--- src/rtl/multu_seq_ctrl_pkg.sv ---
// Shared definitions for the MULTU sequencer and the 1-bit-slice ALU.
// Holds the default data width, the function codes used on the ALU
// control bus, the sequencer state encoding and a small decode helper.
package multu_seq_ctrl_pkg;

  localparam int WIDTH_DEF = 32;

  // Function codes shared with the ALU slice.
  localparam logic [5:0] FUNCT_AND   = 6'b100100;
  localparam logic [5:0] FUNCT_OR    = 6'b100101;
  localparam logic [5:0] FUNCT_ADD   = 6'b100000;
  localparam logic [5:0] FUNCT_SUB   = 6'b100010;
  localparam logic [5:0] FUNCT_SLT   = 6'b101010;
  localparam logic [5:0] FUNCT_SRL   = 6'b000010;
  localparam logic [5:0] FUNCT_MULTU = 6'b011001;
  localparam logic [5:0] FUNCT_MFHI  = 6'b010000;
  localparam logic [5:0] FUNCT_MFLO  = 6'b010010;

  typedef enum logic [1:0] {
    ST_IDLE = 2'd0,
    ST_RUN  = 2'd1,
    ST_FIN  = 2'd2
  } state_t;

  // True for the two instructions that read the HI/LO product registers.
  function automatic logic is_mf(input logic [5:0] f);
    return (f == FUNCT_MFHI) || (f == FUNCT_MFLO);
  endfunction

endpackage

--- src/rtl/multu_hilo_reg.sv ---
// HI/LO product registers plus the latched multiplicand.
// Ports:
//   clk, rst        clock, synchronous active-high reset (clears all regs)
//   load            capture a new operand pair: mcand<=load_mcand,
//                   hi<=0, lo<=load_lo
//   step            one shift-add step: {hi,lo} <= {cout,sum,lo} >> 1
//   load_mcand      multiplicand to latch on load
//   load_lo         multiplier to place in lo on load
//   sum, cout       ALU adder result for the current step
//   hi, lo, mcand   register contents
// Priority is rst > load > step.
module multu_hilo_reg
  import multu_seq_ctrl_pkg::*;
#(
  parameter int WIDTH = WIDTH_DEF
) (
  input  logic             clk,
  input  logic             rst,
  input  logic             load,
  input  logic             step,
  input  logic [WIDTH-1:0] load_mcand,
  input  logic [WIDTH-1:0] load_lo,
  input  logic [WIDTH-1:0] sum,
  input  logic             cout,
  output logic [WIDTH-1:0] hi,
  output logic [WIDTH-1:0] lo,
  output logic [WIDTH-1:0] mcand
);

  always_ff @(posedge clk) begin
    if (rst) begin
      hi    <= '0;
      lo    <= '0;
      mcand <= '0;
    end else if (load) begin
      mcand <= load_mcand;
      hi    <= '0;
      lo    <= load_lo;
    end else if (step) begin
      // The 2*WIDTH+1-bit value {cout,sum,lo} shifted right by one:
      // the carry lands in hi's MSB, sum[0] moves into lo's MSB and the
      // multiplier bit just consumed (lo[0]) falls off.
      hi <= {cout, sum[WIDTH-1:1]};
      lo <= {sum[0], lo[WIDTH-1:1]};
    end
  end

endmodule

--- src/rtl/multu_seq_ctrl.sv ---
// Multi-cycle MULTU sequencer for the execute-stage ALU.
// On an accepted MULTU it takes over the ALU operands and runs one
// shift-add step per cycle for WIDTH cycles, then pulses done. It also
// serves MFHI/MFLO reads from the HI/LO registers.
// Ports:
//   clk, rst           clock, synchronous active-high reset
//   funct, start       instruction function code and its valid
//   src_a, src_b       multiplicand (rs), multiplier (rt)
//   alu_sum, alu_cout  ALU adder result fed back for each step
//   alu_own            sequencer drives alu_ctl/alu_a/alu_b this cycle
//   alu_ctl, alu_a, alu_b, alu_invb, alu_cin   ALU control and operands
//   busy, done, stall  multiply in flight, completion pulse, read stall
//   hi, lo, rd_data    product registers and MFHI/MFLO read data
//
// Handshake: start is a single-cycle request with no ready. A MULTU is
// accepted only when the sequencer is idle; in RUN or FIN it is dropped
// and the requester must retry. An MFHI/MFLO issued while busy raises
// stall in the same cycle and must be held until stall falls; rd_data
// is meaningful only when stall is low.
module multu_seq_ctrl
  import multu_seq_ctrl_pkg::*;
#(
  parameter int WIDTH = WIDTH_DEF,
  parameter int CNT_W = 6
) (
  input  logic             clk,
  input  logic             rst,
  input  logic [5:0]       funct,
  input  logic             start,
  input  logic [WIDTH-1:0] src_a,
  input  logic [WIDTH-1:0] src_b,
  input  logic [WIDTH-1:0] alu_sum,
  input  logic             alu_cout,
  output logic             alu_own,
  output logic [5:0]       alu_ctl,
  output logic [WIDTH-1:0] alu_a,
  output logic [WIDTH-1:0] alu_b,
  output logic             alu_invb,
  output logic             alu_cin,
  output logic             busy,
  output logic             done,
  output logic             stall,
  output logic [WIDTH-1:0] hi,
  output logic [WIDTH-1:0] lo,
  output logic [WIDTH-1:0] rd_data
);

  if ((2 ** CNT_W) <= WIDTH) begin : g_cnt_check
    $error("CNT_W too small for WIDTH");
  end

  localparam logic [CNT_W-1:0] LAST_STEP = CNT_W'(WIDTH - 1);

  state_t           state;
  logic [CNT_W-1:0] count;
  logic             busy_q;
  logic             done_q;
  logic             own_q;
  logic [WIDTH-1:0] mcand;
  logic             accept;
  logic             step_en;

  assign accept  = (state == ST_IDLE) && start && (funct == FUNCT_MULTU);
  assign step_en = (state == ST_RUN);

  always_ff @(posedge clk) begin
    if (rst) begin
      state  <= ST_IDLE;
      count  <= '0;
      busy_q <= 1'b0;
      done_q <= 1'b0;
      own_q  <= 1'b0;
    end else begin
      done_q <= 1'b0;
      case (state)
        ST_IDLE: begin
          if (accept) begin
            state  <= ST_RUN;
            count  <= '0;
            busy_q <= 1'b1;
            own_q  <= 1'b1;
          end
        end
        ST_RUN: begin
          count <= count + CNT_W'(1);
          if (count == LAST_STEP) begin
            state  <= ST_FIN;
            busy_q <= 1'b0;
            own_q  <= 1'b0;
            done_q <= 1'b1;
          end
        end
        ST_FIN: begin
          state <= ST_IDLE;
        end
        default: begin
          state  <= ST_IDLE;
          busy_q <= 1'b0;
          own_q  <= 1'b0;
        end
      endcase
    end
  end

  multu_hilo_reg #(.WIDTH(WIDTH)) u_hilo (
    .clk        (clk),
    .rst        (rst),
    .load       (accept),
    .step       (step_en),
    .load_mcand (src_a),
    .load_lo    (src_b),
    .sum        (alu_sum),
    .cout       (alu_cout),
    .hi         (hi),
    .lo         (lo),
    .mcand      (mcand)
  );

  // own_q is high exactly while in RUN, so it gates the operand mux.
  assign alu_own  = own_q;
  assign alu_ctl  = own_q ? FUNCT_MULTU : 6'b000000;
  assign alu_a    = own_q ? hi : '0;
  assign alu_b    = (own_q && lo[0]) ? mcand : '0;
  assign alu_invb = 1'b0;
  assign alu_cin  = 1'b0;

  assign busy  = busy_q;
  assign done  = done_q;
  assign stall = start && busy_q && is_mf(funct);

  always_comb begin
    rd_data = '0;
    if (funct == FUNCT_MFHI)      rd_data = hi;
    else if (funct == FUNCT_MFLO) rd_data = lo;
  end

endmodule

--- config.mk ---
export PLATFORM = sky130hd
export DESIGN_NAME = multu_seq_ctrl
export DESIGN_NICKNAME = d
export VERILOG_FILES = /design/src/rtl/multu_seq_ctrl_pkg.sv /design/src/rtl/multu_hilo_reg.sv /design/src/rtl/multu_seq_ctrl.sv
export SDC_FILE = /design/constraint.sdc
export NUM_CORES = 1
export LEC_CHECK = 0
export ABC_CLOCK_PERIOD_IN_PS = 4800
export BUFFER_PORTS_ARGS = -buffer_cell sky130_fd_sc_hd__buf_2
export CORE_AREA = 2 2 108 110
export CTS_CLUSTER_SIZE = 40
export DETAILED_ROUTE_END_ITERATION = 8
export DIE_AREA = 0 0 110 112
export PLACE_DENSITY = 0.91
export SLEW_MARGIN = 10
export SYNTH_ARGS = -nofsm -noshare
export SYNTH_HDL_FRONTEND = slang
export SYNTH_HIERARCHICAL = 1
export SYNTH_SLANG_ARGS = --single-unit
--- constraint.sdc ---
create_clock -name clk -period 4.8 [get_ports clk]
set_input_delay 0.48 -clock clk [delete_from_list [all_inputs] [get_ports clk]]
set_output_delay 0.48 -clock clk [all_outputs]
set_load 0.02 [all_outputs]
==> reports/summary.log <==
qor: sta.setup-tns-final 0 ns
qor: routing.wirelength 14500 um
qor: power_and_ir_drop.power.density 264 mW/mm2
qor: layout.synthToLayoutAreaGrowth 28.8%
qor: clock_tree.cts_tree yes
qor: layout.post_route_cells_drive_above_1_share 37.9%
qor: clock_tree.number_of_sinks_handled_by_clock_tree_synthesis 106
qor: power_and_ir_drop.share_clk_of_total_power 42.4%
qor: logic_synthesis.ys_seq_elements 106
qor: die.chipWidth 110 um
qor: placement.post-place-cells 932
qor: die.floorplan.core_area 0.0112 mm2
qor: sta.hold_violations 0
qor: routing.avgRoutedWirePerCell 15.3 um
qor: layout.design.final.nets 907
qor: routing.first_drt_pass_iteration_count 4
qor: logic_synthesis.post_synth.cell_area_avg 9.46 um2
qor: logic_synthesis.post_synth_num_cell_types 44
qor: layout.area_taken_by_multi_input_logic_gates 0.00285 mm2
qor: clock_tree.clk_latency 0.33 ns
qor: placement.gp_congestion 0.805
qor: clock_tree.post_cts.resized_instances 0
qor: critical_path.path_class primary input to output port
qor: placement.dpl.hpwl 10300 um
qor: min_path.path_type_of_the_worst_min_delay_path primary input to flop
qor: logic_synthesis.synth-async-reset-ratio 0%
qor: critical_path.startpoint_type primary input
qor: layout.final.fill_count 952
qor: routing.route.detailed.vias_per_inst 5.18
qor: logic_synthesis.ys_dominant_reg_cell dfxtp_1
qor: die.fp.dieH 112 um
qor: die.floorplan.initialDensity 47.7%
qor: logic_synthesis.number_of_enable_flip_flop_cells_after_synthesis 0
qor: logic_synthesis.post-synth-top-count-cell mux2i_1
qor: sta.fin_crit_sh 54.0%
qor: clock_tree.cts_buffer_depth 2
qor: power_and_ir_drop.internal_power 0.00136 W
qor: sta.setup_violators_final 0
qor: sta.max_freq 386 MHz
qor: routing.drt_iter0_drc 245
qor: power_and_ir_drop.p_leak 3.26 nW
qor: clock_tree.post_cts_buffers 0
qor: routing.detail-route-antenna-nets 0
qor: global_routing.first_global_vias 4515
qor: logic_synthesis.synthDominantCellAreaShare 39.8%
qor: sta.finalCriticalPeriod 2.59 ns
qor: sta.setup_repair_after_global_routing_missed_its_margin no
qor: clock_tree.h-tree-depth 3
qor: critical_path.required 4.32 ns
qor: layout.register_area 0.00212 mm2
qor: die.core.rowCount 39
qor: run_status.run_status complete, no violations
qor: sta.finalClockSkew 0.00942 ns
qor: routing.drc_errors 0
qor: sta.timing.max_slew.rel_slack 21.2%
qor: clock_tree.cts_inserted_buffers 9
qor: layout.final_cell_count_no_fill 948
qor: routing.routed-via-count 4913
qor: critical_path.worst_setup_path_end_kind output port
qor: global_routing.initial_antenna_violation_count 0
qor: logic_synthesis.ys.warnings.count 6
qor: sta.tightestPinTransition 1.18 ns
qor: power_and_ir_drop.power.combinational.fraction 7.1%
qor: clock_tree.cts_root_buffer clkbuf_16
qor: power_and_ir_drop.power.share.switching 24.9%
qor: logic_synthesis.synth_area_leaders dfxtp_1 (40%), mux2i_1 (24%), nor2_1 (7.0%)
qor: logic_synthesis.seq_area_frac_synth 39.8%
qor: logic_synthesis.synth_area 0.00533 mm2
qor: global_routing.global_route.usage.total 22.3%
qor: global_routing.grt-ovfl-total 0
qor: power_and_ir_drop.worst_ir_drop_on_vdd 0.196 mV
qor: global_routing.maximum_number_of_pins_on_one_net_before_global_route_repair 79
qor: die.count_of_pins_on_the_block_boundary 278
qor: flow_run.max_cap_viol_count 0
qor: critical_path.critical_path_peak_fanout 32
qor: logic_synthesis.syn-instance-count 564
qor: critical_path.critical_path_arrival 2.11 ns
qor: die.floorplan.die_area 0.0123 mm2
qor: logic_synthesis.synth_area_leader_cell dfxtp_1
qor: layout.antennaDiodeCount 0
qor: logic_synthesis.synthTopCellsByCount mux2i_1 (128), dfxtp_1 (106), nor2_1 (99)
qor: placement.count_of_input_and_output_buffers 272
qor: clock_tree.hold_buffers 0
qor: clock_tree.path_clk_slew 0.08 ns
qor: global_routing.grt_first_pass_wirelength 22000 um
qor: sta.slew_violations 0
qor: power_and_ir_drop.power.net_switching 0.000451 W
qor: power_and_ir_drop.power.sequential.fraction 50.4%
power groups by stage:
stage,sequential [W],combinational (W),clock (W)
final,0.000915,0.000129,0.000770
after global routing,0.000919,0.000139,0.000822
after CTS,0.000916,0.000129,0.000786
after detailed placement,0.000937,0.000129,0
after global placement,0.000935,0.000128,0
after floorplan,0.000917,0.0000925,0
worst max-delay path, stage by stage:
cell and delay, ns:
buf_2 0.13, nor4_1 0.27, nand2_1 0.72, nor2_1 0.30, buf_2 0.20
routing by layer:
| layer | routed length, um | track usage [%] | vias up |
|---|---|---|---|
| met4 | 243 | 6.24 | 0 |
| met1 | 6180 | 28.0 | 2310 |
| li1 | - | - | 2396 |
| met3 | 1070 | 4.98 | 19 |
| met5 | 0 | 0 | - |
| met2 | 6990 | 37.8 | 188 |
registers in the layout, summed over array words and instances (netlist names):
name and cells:
u_hilo/hi 32, u_hilo/lo 32, u_hilo/mcand 32, count 6, state 2, alu_own 1, done 1
cell families after synthesis:
family / Yosys count / share of synthesized area (%)
simple gates: 219 / 21.6
mux: 129 / 24.2
flops: 106 / 39.8
buf+inv: 59 / 7.15
compound gates: 49 / 6.94
fa+ha+maj: 1 / 0.235
other cells: 1 / 0.0703
cells in the final DEF, fill, tap and decap left out, drive strengths merged, types with 3 or more instances in the layout:
master and n:
buf 277, dfxtp 106, mux2i 128, a211oi 32, nand2 4, nand2b 4
nor2 99, o21ai 6, conb 5, nor4 3, nor2b 33, and2 32
a21oi 3, clkbuf 10, and3 32, inv 6
final timing paths:
| path | end | slack (ns) | depth (start not counted) | startpoint |
|---|---|---|---|---|
| hold / removal | u_hilo/hi[5] | 0.38 | 3 | alu_sum[6] |
| setup reg to reg | u_hilo/lo[6] | 2.41 | 5 | state[1] |
| setup / recovery | rd_data[10] | 2.21 | 5 | funct[3] |
| hold reg to reg | u_hilo/mcand[2] | 0.49 | 2 | u_hilo/mcand[2] |
per-stage QoR:
| step | utilization (%) | setup WS (ns) | power [W] | area (um2) | hold slack (ns) |
|---|---|---|---|---|---|
| 2_1_floorplan | - | 2.79 | 0.00101 | 5350 | 0.453 |
| 3_3_place_gp | 58.7 | 2.19 | 0.00106 | 6560 | 0.466 |
| 3_5_place_dp | 58.7 | 2.16 | 0.00107 | 6560 | 0.478 |
| 4_1_cts | 61.5 | 2.22 | 0.00183 | 6870 | 0.369 |
| 5_1_grt | 61.5 | 2.04 | 0.00188 | 6870 | 0.377 |
| 6_report | 61.5 | 2.21 | 0.00181 | 6870 | 0.378 |
cell type report:
cell class	instances	area share (%)
Inverter	3	0.182
Timing Repair Buffer	277	20.4
Tap cell	143	2.60
Clock inverter	6	1.22
Multi-Input combinational cell	403	41.4
Clock buffer	10	3.33
Sequential cell	106	30.9
Note: power is estimated with default switching activity, not from simulation.
